`src/rtl/sram8_responder.sv`:
```
// 16-bit bus responder serving byte/halfword transfers from an 8-bit async SRAM.
// Each transaction runs one or two byte phases of WAIT_STATES+1 cycles, then a one-cycle ack.
module sram8_responder #(
  parameter int ADR_W       = 20,
  parameter int WAIT_STATES = 2
) (
  input  logic             clk_i,
  input  logic             reset_i,
  input  logic [63:0]      s_adr_i,
  input  logic             s_cyc_i,
  input  logic             s_stb_i,
  input  logic             s_we_i,
  input  logic             s_siz_i,
  input  logic             s_signed_i,
  input  logic [15:0]      s_dat_i,
  output logic             s_ack_o,
  output logic [15:0]      s_dat_o,
  output logic [ADR_W-1:0] sram_adr_o,
  output logic [7:0]       sram_dat_o,
  input  logic [7:0]       sram_dat_i,
  output logic             sram_dat_oe_o,
  output logic             sram_oe_o,
  output logic             sram_we_o
);
  typedef enum logic [1:0] {IDLE, PH0, PH1, ACK} state_t;

  localparam logic [3:0] WS = 4'(WAIT_STATES);

  state_t           state_reg, state_next;
  logic [3:0]       cnt_reg, cnt_next;
  logic [ADR_W-1:0] adr_reg, adr_next;
  logic             we_reg, we_next;
  logic             siz_reg, siz_next;
  logic             sgn_reg, sgn_next;
  logic [15:0]      wdat_reg, wdat_next;
  logic [15:0]      rd_reg, rd_next;

  logic             in_phase;
  logic             ack_next;
  logic [15:0]      s_dat_next;
  logic [ADR_W-1:0] sram_adr_next;
  logic [7:0]       sram_dat_next;
  logic             sram_dat_oe_next;
  logic             sram_oe_next;
  logic             sram_we_next;

  // Next-state, counter and latched request
  always_comb begin
    state_next = state_reg;
    cnt_next   = cnt_reg;
    adr_next   = adr_reg;
    we_next    = we_reg;
    siz_next   = siz_reg;
    sgn_next   = sgn_reg;
    wdat_next  = wdat_reg;
    rd_next    = rd_reg;
    unique case (state_reg)
      IDLE: begin
        if (s_cyc_i && s_stb_i) begin
          // Halfwords are always even-aligned on the SRAM side
          adr_next   = s_adr_i[ADR_W-1:0] & ~ADR_W'(s_siz_i);
          we_next    = s_we_i;
          siz_next   = s_siz_i;
          sgn_next   = s_signed_i;
          wdat_next  = s_dat_i;
          cnt_next   = WS;
          state_next = PH0;
        end
      end
      PH0, PH1: begin
        if (!s_cyc_i) begin
          state_next = IDLE;
        end else if (cnt_reg != 4'd0) begin
          cnt_next = cnt_reg - 4'd1;
        end else begin
          if (!we_reg) begin
            if (state_reg == PH0) rd_next[7:0]  = sram_dat_i;
            else                  rd_next[15:8] = sram_dat_i;
          end
          if (state_reg == PH0 && siz_reg) begin
            state_next = PH1;
            cnt_next   = WS;
          end else begin
            state_next = ACK;
          end
        end
      end
      ACK:     state_next = IDLE;
      default: state_next = IDLE;
    endcase
  end

  // Outputs are computed from the next state so that every port is a flop
  always_comb begin
    in_phase      = (state_next == PH0) || (state_next == PH1);
    sram_adr_next = sram_adr_o;
    sram_dat_next = sram_dat_o;
    s_dat_next    = s_dat_o;
    if (in_phase) begin
      sram_adr_next = (state_next == PH1) ? (adr_next | ADR_W'(1)) : adr_next;
      if (we_next) sram_dat_next = (state_next == PH1) ? wdat_next[15:8] : wdat_next[7:0];
    end
    sram_oe_next     = in_phase && !we_next;
    sram_dat_oe_next = in_phase && we_next;
    // Strobe drops in the last cycle of the phase for address/data hold
    sram_we_next     = sram_dat_oe_next && (cnt_next != 4'd0);
    ack_next         = (state_next == ACK);
    if (state_next == ACK && !we_reg) begin
      s_dat_next = siz_reg ? rd_next : {{8{sgn_reg & rd_next[7]}}, rd_next[7:0]};
    end
  end

  always_ff @(posedge clk_i) begin
    if (reset_i) begin
      state_reg     <= IDLE;
      cnt_reg       <= 4'd0;
      adr_reg       <= '0;
      we_reg        <= 1'b0;
      siz_reg       <= 1'b0;
      sgn_reg       <= 1'b0;
      wdat_reg      <= 16'd0;
      rd_reg        <= 16'd0;
      s_ack_o       <= 1'b0;
      s_dat_o       <= 16'd0;
      sram_adr_o    <= '0;
      sram_dat_o    <= 8'd0;
      sram_dat_oe_o <= 1'b0;
      sram_oe_o     <= 1'b0;
      sram_we_o     <= 1'b0;
    end else begin
      state_reg     <= state_next;
      cnt_reg       <= cnt_next;
      adr_reg       <= adr_next;
      we_reg        <= we_next;
      siz_reg       <= siz_next;
      sgn_reg       <= sgn_next;
      wdat_reg      <= wdat_next;
      rd_reg        <= rd_next;
      s_ack_o       <= ack_next;
      s_dat_o       <= s_dat_next;
      sram_adr_o    <= sram_adr_next;
      sram_dat_o    <= sram_dat_next;
      sram_dat_oe_o <= sram_dat_oe_next;
      sram_oe_o     <= sram_oe_next;
      sram_we_o     <= sram_we_next;
    end
  end
endmodule
```
`config.mk`:
```
export PLATFORM = sky130hd
export DESIGN_NAME = sram8_responder
export DESIGN_NICKNAME = d
export VERILOG_FILES = /design/src/rtl/sram8_responder.sv
export SDC_FILE = /design/constraint.sdc
export NUM_CORES = 1
export LEC_CHECK = 0
export ABC_AREA = 1
export BUFFER_PORTS_ARGS = -buffer_cell sky130_fd_sc_hd__buf_2
export CORE_ASPECT_RATIO = 0.5
export CORE_MARGIN = 2
export CORE_UTILIZATION = 50
export CTS_CLUSTER_DIAMETER = 30
export DETAILED_ROUTE_END_ITERATION = 6
export HOLD_SLACK_MARGIN = 0.12
export PLACE_DENSITY_LB_ADDON = 0.12
export SYNTH_ARGS = -nofsm -noshare
export SYNTH_HDL_FRONTEND = slang
export SYNTH_SLANG_ARGS = --single-unit
```
`constraint.sdc`:
```
create_clock -name clk_i -period 3.3 [get_ports clk_i]
set_clock_uncertainty 0.15 [all_clocks]
set_input_delay 0.66 -clock clk_i [delete_from_list [all_inputs] [get_ports clk_i]]
set_output_delay 0.66 -clock clk_i [all_outputs]
set_load 0.02 [all_outputs]
```
==> flow_metrics.env, run 1 <==
export IMPL_insertedDiodeCount=0
export IMPL_die_w_um=141
export IMPL_cts_made_buffers=9
export IMPL_synth_compound_area_share=0.114
export IMPL_grt_ovfl_total=0
export IMPL_end_kind="flip-flop"
export IMPL_clockRootBuffer="clkbuf_16"
export IMPL_start_util=0.529
export IMPL_critPathRequiredTime_ns=3.41
export IMPL_grt_pass1_wl_um=16800
export IMPL_grt_use_total=0.206
export IMPL_rsz0062_at_grt="false"
export IMPL_cts_setup_buffers=0
export IMPL_fin_area_um2=5550
export IMPL_path_clk_slew_ns=0.08
export IMPL_tightest_slew_ns=0.766
export IMPL_synthXorXnorAreaFrac=0
export IMPL_clockBufferDepth=2
export IMPL_cts_htree_levels=3
export IMPL_fin_util=0.622
export IMPL_wl_um=9960
export IMPL_cts_hold_buf=0
export IMPL_totalPowerFinal_mw=3.49
export IMPL_grt_max_degree=70
export IMPL_ys_warn_count=0
export IMPL_synth_seq_cells=109
export IMPL_worst_path_max_fanout=11
export IMPL_final_common_cell="nand2_1"
export IMPL_synth_top_area_frac=0.463
export IMPL_fin_ws_ns=0.578
export IMPL_r2r_start="cnt_reg[1]"
export IMPL_hpwl_um=6790
export IMPL_whs_ns=0.310
export IMPL_antenna_left=0
export IMPL_antenna_found_initial=0
export IMPL_reg2reg_to="sram_dat_o[2]"
export IMPL_io_pins=143
export IMPL_fin_setup_tns_ns=0
export IMPL_wl_per_cell_um=12.2
export IMPL_synth_fa_ha_area_frac=0.0159
export IMPL_drc_errors=0
export IMPL_n_fill_cell=827
export IMPL_place_inst=799
export IMPL_ys_types=34
export IMPL_core_area_um2=8920
export IMPL_io_buffers=98
export IMPL_grt_pass1_vias=3615
export IMPL_ys_seq_area_frac=0.463
export IMPL_vias=3874
export IMPL_irDropWorstVdd_v=0.000303
export IMPL_drt_iter0_markers=155
export IMPL_muxShareOfSynthArea=0.0403
export IMPL_drive_above_1_share=0.202
export IMPL_place_worst_setup_slack_ns=0.556
export IMPL_cts_resized=0
export IMPL_cp_arrival_ns=2.83
export IMPL_fmax_mhz=367
export IMPL_cp_start_kind="flip-flop"
export IMPL_firstDrtPassIters=4
export IMPL_hold_path_class="flip-flop to flip-flop"
export IMPL_area_growth_pct=17.7
export IMPL_finalSetupViolCount=0
export IMPL_cts_tree="done"
export IMPL_syn_cell_area_um2=4720
export IMPL_die_h_um=72.7
export IMPL_synth_fp_nets=710
export IMPL_reg2reg_setup_slack_ns=0.58
export IMPL_synth_area_leaders="dfxtp_1 (46%), nand2_1 (9.7%), inv_1 (7.3%), nor2_1 (6.8%), o211ai_1 (5.7%)"
export IMPL_layout_common_cells="nand2_1 (122), dfxtp_1 (109), buf_2 (98)"
export IMPL_viasPerCell=4.75
export IMPL_cts_sinks=109
export IMPL_synth_top_family_by_area="simple AND/OR/NAND/NOR gates"
export IMPL_leakagePower_nw=2.95
export IMPL_yosysTopAreaCell="dfxtp_1"
export IMPL_postSynthCellCount=609
export IMPL_max_slew_margin_rel=0.489
export IMPL_clock_latency_ns=0.34
export IMPL_setup_worst_path_start="cnt_reg[1]"
export IMPL_syn_area_per_cell_um2=7.74
export IMPL_slew_viol_final=0
export IMPL_gp_congestion=0.831
export IMPL_p_per_area_nw_per_um2=628
export IMPL_fin_cells=815
export IMPL_crit_path_end="sram_dat_o[2]"
export IMPL_critPathKind="flip-flop to flip-flop"
export IMPL_cap_violations=0
export IMPL_fin_crit_ns=2.72
export IMPL_finalCritPeriodShare=0.825
export IMPL_rr_worst_depth=14
export IMPL_place_area_um2=5230
export IMPL_fin_nets=794
export IMPL_final_hold_viol_count=0
export IMPL_die_area_um2=10300
export IMPL_outcome="finished clean"
export IMPL_row_count=24
export IMPL_synth_simple_area_share=0.253
metal layers:
layer | track usage | up-vias | part of all wire
li1 | - | 2063 | -
met1 | 0.265 | 1732 | 0.49
met2 | 0.341 | 70 | 0.45
met3 | 0.0650 | 9 | 0.052
met4 | 0.0533 | 0 | 0.0091
met5 | 0 | - | 0
cell usage after synthesis, drive strengths merged:
master,number
nor2,90
buf,13
nand3,30
nand3b,1
o21a,19
and2,1
nand2,130
mux2i,19
ha,6
o22ai,1
o211ai,36
clkinv,1
a211oi,1
clkbuf,19
o21ai,13
dfxtp,109
nand4,2
inv,96
nor3,1
a21oi,5
or2,16
power by group:
| part | total (mW) | switching, mW | internal (mW) |
|---|---|---|---|
| combinational | 0.829 | 0.532 | 0.297 |
| sequential | 1.52 | 0.0623 | 1.46 |
| clock | 1.13 | 0.507 | 0.624 |
area by class of cell:
cell class	instances	area (µm²)	share of cell area
Clock buffer	10	239	0.0431
Clock inverter	6	77.6	0.0140
Inverter	97	364	0.0656
Multi-Input combinational cell	371	2000	0.360
Sequential cell	109	2180	0.393
Tap cell	117	146	0.0264
Timing Repair Buffer	105	543	0.0978
kinds of logic after synthesis:
| family | count (synthesis) |
|---|---|
| adders and majority gates | 6 |
| DFF | 109 |
| buffers and inverters | 129 |
| AOI/OAI and AO/OA | 75 |
| and+or+nand+nor | 271 |
| muxes | 19 |
how the worst min path moves through the flow:
stage / from / end / slack (ns) / cells past startpoint
2_1_floorplan: sgn_reg / sgn_reg / 0.28 / 2
3_3_place_gp: sgn_reg / sgn_reg / 0.30 / 2
3_5_place_dp: sgn_reg / sgn_reg / 0.30 / 2
4_1_cts: sgn_reg / sgn_reg / 0.31 / 2
5_1_grt: sgn_reg / sgn_reg / 0.33 / 2
6_report: sgn_reg / sgn_reg / 0.31 / 2
worst max-delay path, stage by stage, from the launching register on:
cell and delay (ns):
dfxtp_1 0.34, inv_1 0.10, ha_1 0.22, nand2_1 0.08, nor2_2 0.07, buf_4 0.19, o21a_1 0.13, o21ai_1 0.05
o21ai_1 0.15, ha_1 0.45, clkinv_1 0.35, nand2_1 0.15, nand3_1 0.09, nand2_1 0.08, inv_1 0.04
(Power assumes the default switching activity.)
==> run 2: changes to the inputs <==
Settings changed: ABC_AREA 1 to 0, CORE_UTILIZATION 50 to 46.
Clock period 3.3 ns to 2.2 ns, I/O delays scaled along.
==> flow_metrics.env, run 2 <==
export IMPL_highest_layer="met4"
export IMPL_hold_path_class="primary input to flip-flop"
export IMPL_cts_sinks=109
export IMPL_critPathMaxStageDelay_ns=0.38
export IMPL_io_pins=143
export IMPL_synth_edff_count=0
export IMPL_async_reset_ff_frac=0
export IMPL_start_util=0.473
export IMPL_path_clk_slew_ns=0.07
export IMPL_critPathRequiredTime_ns=2.32
export IMPL_final_common_cell="dfxtp_1"
export IMPL_die_area_um2=10500
export IMPL_antenna_left=0
export IMPL_clockRootBuffer="clkbuf_16"
export IMPL_fin_crit_ns=2.33
export IMPL_met1_length_um=5100
export IMPL_drive_above_1_share=0.434
export IMPL_fmax_mhz=429
export IMPL_failed_checks="negative setup slack"
export IMPL_grt_use_total=0.199
export IMPL_layout_common_cells="dfxtp_1 (106), buf_2 (97), nor2_1 (49)"
export IMPL_wl_met3_um=539
export IMPL_cap_violations=0
export IMPL_grt_ovfl_total=0
export IMPL_vias=3781
export IMPL_area_growth_pct=39.8
export IMPL_end_kind="flip-flop"
export IMPL_clockBufferDepth=2
export IMPL_hpwl_um=6710
export IMPL_yosysMostFrequentCell="dfxtp_1"
export IMPL_die_h_um=73.6
export IMPL_cp_cell_sequence="inv_2 > ha_4 > or3b_4 > nand2_1 > a21o_1 > nand2_2 > ha_4 > buf_6 > buf_12 > buf_12 > nor2_4 > a211oi_2"
export IMPL_fin_nets=698
export IMPL_cts_tree="done"
export IMPL_row_count=25
export IMPL_leakagePower_nw=2.51
export IMPL_syn_cell_area_um2=4460
export IMPL_p_per_area_nw_per_um2=755
export IMPL_synth_seq_cells=109
export IMPL_slew_viol_final=0
export IMPL_outcome="finished with violations"
export IMPL_tightest_slew_ns=0.488
export IMPL_synth_commonest_cells="dfxtp_1 (109), nor2_1 (75), nand2_1 (42)"
export IMPL_cts_htree_levels=3
export IMPL_grt_pass1_vias=3400
export IMPL_core_area_um2=9420
export IMPL_cts_made_buffers=9
export IMPL_firstDrtPassIters=4
export IMPL_antenna_found_initial=0
export IMPL_rsz0062_at_grt="true"
export IMPL_die_w_um=143
export IMPL_io_buffers=98
export IMPL_grt_pass1_wl_um=16300
export IMPL_drc_errors=0
export IMPL_cp_arrival_ns=2.45
export IMPL_final_hold_viol_count=0
export IMPL_whs_ns=0.193
export IMPL_ys_types=43
export IMPL_worst_path_max_fanout=5
export IMPL_insertedDiodeCount=0
export IMPL_fin_ws_ns=-0.129
export IMPL_gp_congestion=0.823
export IMPL_irDropWorstVdd_v=0.000430
export IMPL_viasPerCell=5.13
export IMPL_finalSetupViolCount=45
export IMPL_max_slew_margin_rel=0.670
export IMPL_finalCritPeriodShare=1.06
export IMPL_fin_util=0.661
export IMPL_cp_start_kind="flip-flop"
export IMPL_synth_top_area_frac=0.490
export IMPL_critPathKind="flip-flop to flip-flop"
export IMPL_drt_iter0_markers=154
export IMPL_wl_met2_um=5130
export IMPL_cp_slowest_cell="or3b_4"
export IMPL_synth_fp_nets=572
export IMPL_grt_max_degree=47
export IMPL_ys_warn_count=0
export IMPL_wl_per_cell_um=14.7
export IMPL_wl_um=10800
export IMPL_fin_cells=737
export IMPL_syn_area_per_cell_um2=9.46
export IMPL_yosysTopAreaCell="dfxtp_1"
export IMPL_postSynthCellCount=471
export IMPL_clock_latency_ns=0.34
export IMPL_place_inst=708
export IMPL_synthFlopType="dfxtp_1"
export IMPL_synth_area_leaders="dfxtp_1 (49%), mux2i_1 (6.5%), nor2_1 (6.3%), a211oi_1 (4.5%), mux4_2 (4.0%)"
export IMPL_ys_seq_area_frac=0.490
==> run 2: cell types whose count changed after synthesis, sizes merged, moves of 9 or more <==
cell	previous run	this run
a21boi	0	9
o21a	19	0
nor2	90	75
a211oi	1	35
nand2	130	42
mux2i	19	29
a21oi	5	29
inv	96	9
and3	0	9
or2	16	0
nand3	30	11
o211ai	36	0
==> run 2: worst paths after layout <==
kind / to / cells after the start / startpoint / slack (ns)
hold / removal: wdat_reg[5] / 3 / s_dat_i[5] / 0.19
setup reg to reg: sram_adr_o[14] / 12 / cnt_reg[0] / -0.13
hold reg to reg: wdat_reg[12] / 2 / wdat_reg[12] / 0.30
setup / recovery: sram_adr_o[14] / 12 / cnt_reg[0] / -0.13
==> run 2: critical path, delay by kind of cell (launching register included) <==
family | cells | cell delay [ns]
DFF | 1 | 0.33
and+or+nand+nor | 4 | 0.56
AOI/OAI and AO/OA | 2 | 0.29
adders and majority gates | 2 | 0.45
buffers and inverters | 4 | 0.45
==> run 2: layout make-up <==
type | instances | area, µm²
Fill cell | 802 | 3190
Multi-Input combinational cell | 317 | 2430
Sequential cell | 109 | 2190
Timing Repair Buffer | 150 | 1080
Clock buffer | 9 | 225
Tap cell | 135 | 169
Clock inverter | 7 | 85.1
Inverter | 10 | 50.0
==> run 2: stage by stage <==
step	TNS [ns]	setup WS (ns)	total power [mW]	instance area, µm²
finish	-2.97	-0.129	4.70	6230
global route	-6.94	-0.211	4.91	6230
CTS	-2.01	-0.0850	4.54	5770
detailed placement	-5.19	-0.162	2.82	5360
global placement	-5.05	-0.157	2.81	5360
floorplan	-1.03	-0.0479	2.60	4570
==> run 2: cells by family (layout without fill, tap and decap cells) <==
kind of cell	Yosys count	count (layout)	share of synthesized area
compound gates	111	111	0.178
flops	109	109	0.490
mux	38	38	0.108
buf+inv	45	176	0.0435
simple gates	162	162	0.164
fa+ha+maj	6	6	0.0168
==> run 2: repair_timing <==
item	4_1_cts	5_1_grt
buffers inserted	1	6
hold buffers	0	0
gates resized for setup	11	71
pin swaps	10	33
endpoints found under the setup margin	45	63
gates cloned	1	6
==> run 2: power breakdown <==
part / switching [mW] / internal (mW) / total, mW
clock: 0.758 / 0.901 / 1.66
sequential: 0.0649 / 2.08 / 2.14
combinational: 0.483 / 0.419 / 0.902
total: 1.31 / 3.40 / 4.70
==> run 2: per-layer routing <==
| layer | vias up | track usage |
|---|---|---|
| li1 | 1908 | - |
| met5 | - | 0 |
| met3 | 2 | 0.0587 |
| met2 | 75 | 0.325 |
| met4 | 0 | 0.0539 |
| met1 | 1796 | 0.261 |
==> run 3: changes to the inputs <==
Settings changed: MAX_ROUTING_LAYER set to met4, SETUP_SLACK_MARGIN set to 0.4.
==> flow_metrics.env, run 3 (synthesized netlist as in run 2, its figures left out) <==
export IMPL_hold_path_class="primary input to flip-flop"
export IMPL_clock_latency_ns=0.34
export IMPL_hpwl_um=6890
export IMPL_worst_path_max_fanout=8
export IMPL_final_hold_viol_count=0
export IMPL_grt_ovfl_total=0
export IMPL_clockBufferDepth=2
export IMPL_place_area_um2=5440
export IMPL_reg2reg_setup_slack_ns=-0.11
export IMPL_io_pins=143
export IMPL_irDropWorstVdd_v=0.000448
export IMPL_area_growth_pct=42.8
export IMPL_drc_errors=0
export IMPL_fin_nets=710
export IMPL_fin_crit_ns=2.31
export IMPL_p_per_area_nw_per_um2=749
export IMPL_fin_ws_ns=-0.113
export IMPL_hold_end="wdat_reg[12]"
export IMPL_grt_pass1_vias=3448
export IMPL_die_h_um=73.6
export IMPL_rsz0062_at_grt="true"
export IMPL_fmax_mhz=432
export IMPL_die_w_um=143
export IMPL_fin_util=0.676
export IMPL_max_slew_margin_rel=0.705
export IMPL_critPathKind="flip-flop to flip-flop"
export IMPL_outcome="finished with violations"
export IMPL_io_buffers=98
export IMPL_hold_depth=3
export IMPL_cts_tree="done"
export IMPL_antenna_left=0
export IMPL_grt_max_degree=52
export IMPL_min_from="s_dat_i[12]"
export IMPL_cts_sinks=109
export IMPL_cts_hold_buf=0
export IMPL_cp_start_kind="flip-flop"
export IMPL_cap_violations=0
export IMPL_wl_per_cell_um=14.6
export IMPL_slew_viol_final=0
export IMPL_path_clk_slew_ns=0.07
export IMPL_n_fill_cell=780
export IMPL_tightest_slew_ns=0.439
export IMPL_vias=3773
export IMPL_wl_um=10900
export IMPL_layout_common_cells="dfxtp_1 (106), buf_2 (97), nor2_1 (72)"
export IMPL_fin_area_um2=6360
export IMPL_clockRootBuffer="clkbuf_16"
export IMPL_insertedDiodeCount=0
export IMPL_critPathRequiredTime_ns=2.28
export IMPL_cp_arrival_ns=2.39
export IMPL_die_area_um2=10500
export IMPL_grt_pass1_wl_um=16300
export IMPL_drt_iter0_markers=128
export IMPL_multi_input_area_um2=2460
export IMPL_core_area_um2=9420
export IMPL_leakagePower_nw=2.59
export IMPL_gp_congestion=0.842
export IMPL_cts_htree_levels=3
export IMPL_rr_worst_depth=9
export IMPL_seqCellArea_um2=2190
export IMPL_r2r_start="cnt_reg[0]"
export IMPL_reg2reg_to="s_dat_o[11]"
export IMPL_whs_ns=0.187
export IMPL_finalSetupViolCount=45
export IMPL_final_common_cell="dfxtp_1"
export IMPL_row_count=25
export IMPL_finalCritPeriodShare=1.05
export IMPL_failed_checks="negative setup slack"
export IMPL_firstDrtPassIters=4
export IMPL_drive_above_1_share=0.430
export IMPL_end_kind="flip-flop"
export IMPL_start_util=0.473
export IMPL_grt_use_total=0.204
export IMPL_cts_made_buffers=9
export IMPL_antenna_found_initial=0
export IMPL_viasPerCell=5.04
export IMPL_fin_setup_tns_ns=-3.54
run 3: through the flow:
step / worst slack (ns) / total power [mW] / instances
finish: -0.113 / 4.77 / 749
global route: -0.242 / 4.95 / 749
CTS: -0.0811 / 4.70 / 734
detailed placement: -0.155 / 2.85 / 712
global placement: -0.110 / 2.84 / 712
floorplan: -0.0384 / 2.60 / 471
run 3: power breakdown:
part / switching [mW] / internal (mW) / total (mW)
clock network: 0.721 / 1.10 / 1.82
registers: 0.0451 / 2.08 / 2.12
logic: 0.443 / 0.384 / 0.828
run 3: worst max-delay path by stage:
stage / from / to / depth (start not counted) / slack (ns)
finish: cnt_reg[0] / s_dat_o[11] / 9 / -0.11
global route: cnt_reg[0] / s_dat_o[6] / 10 / -0.24
CTS: cnt_reg[0] / sram_dat_o[7] / 11 / -0.08
detailed placement: cnt_reg[1] / s_dat_o[1] / 10 / -0.15
global placement: cnt_reg[1] / sram_dat_o[1] / 11 / -0.11
floorplan: cnt_reg[1] / sram_dat_o[0] / 11 / -0.04
run 3: area by class of cell:
cell class | instances | share of cell area
tap | 135 | 0.0266
sequential | 109 | 0.344
inverter | 10 | 0.00787
multi-input combinational | 320 | 0.387
clock buffer | 12 | 0.0419
clock inverter | 4 | 0.0120
timing repair buffer | 159 | 0.181
run 3: what timing repair did:
| action | 4_1_cts | 5_1_grt |
|---|---|---|
| endpoints found under the setup margin | 93 | 87 |
| resized for setup | 36 | 47 |
| pin swaps | 10 | 17 |
| gates cloned | 1 | 6 |
| buffers inserted | 5 | 9 |
run 3: routing by layer:
metal,track usage,routed length [µm],vias to the layer above,part of all wire
met5,-,0,-,0
li1,-,-,1934,-
met1,0.266,5250,1744,0.48
met4,0.0462,70,0,0.0064
met3,0.0593,664,10,0.061
met2,0.317,4950,85,0.45
run 3: worst max-delay path, stage by stage (launching register included):
cell and delay (ns):
dfxtp_2 0.33, inv_2 0.06, ha_4 0.13, nor3b_4 0.30
nor2_4 0.07, o31ai_4 0.34, ha_4 0.20, nor2b_4 0.24
o211a_4 0.29, a211oi_2 0.09
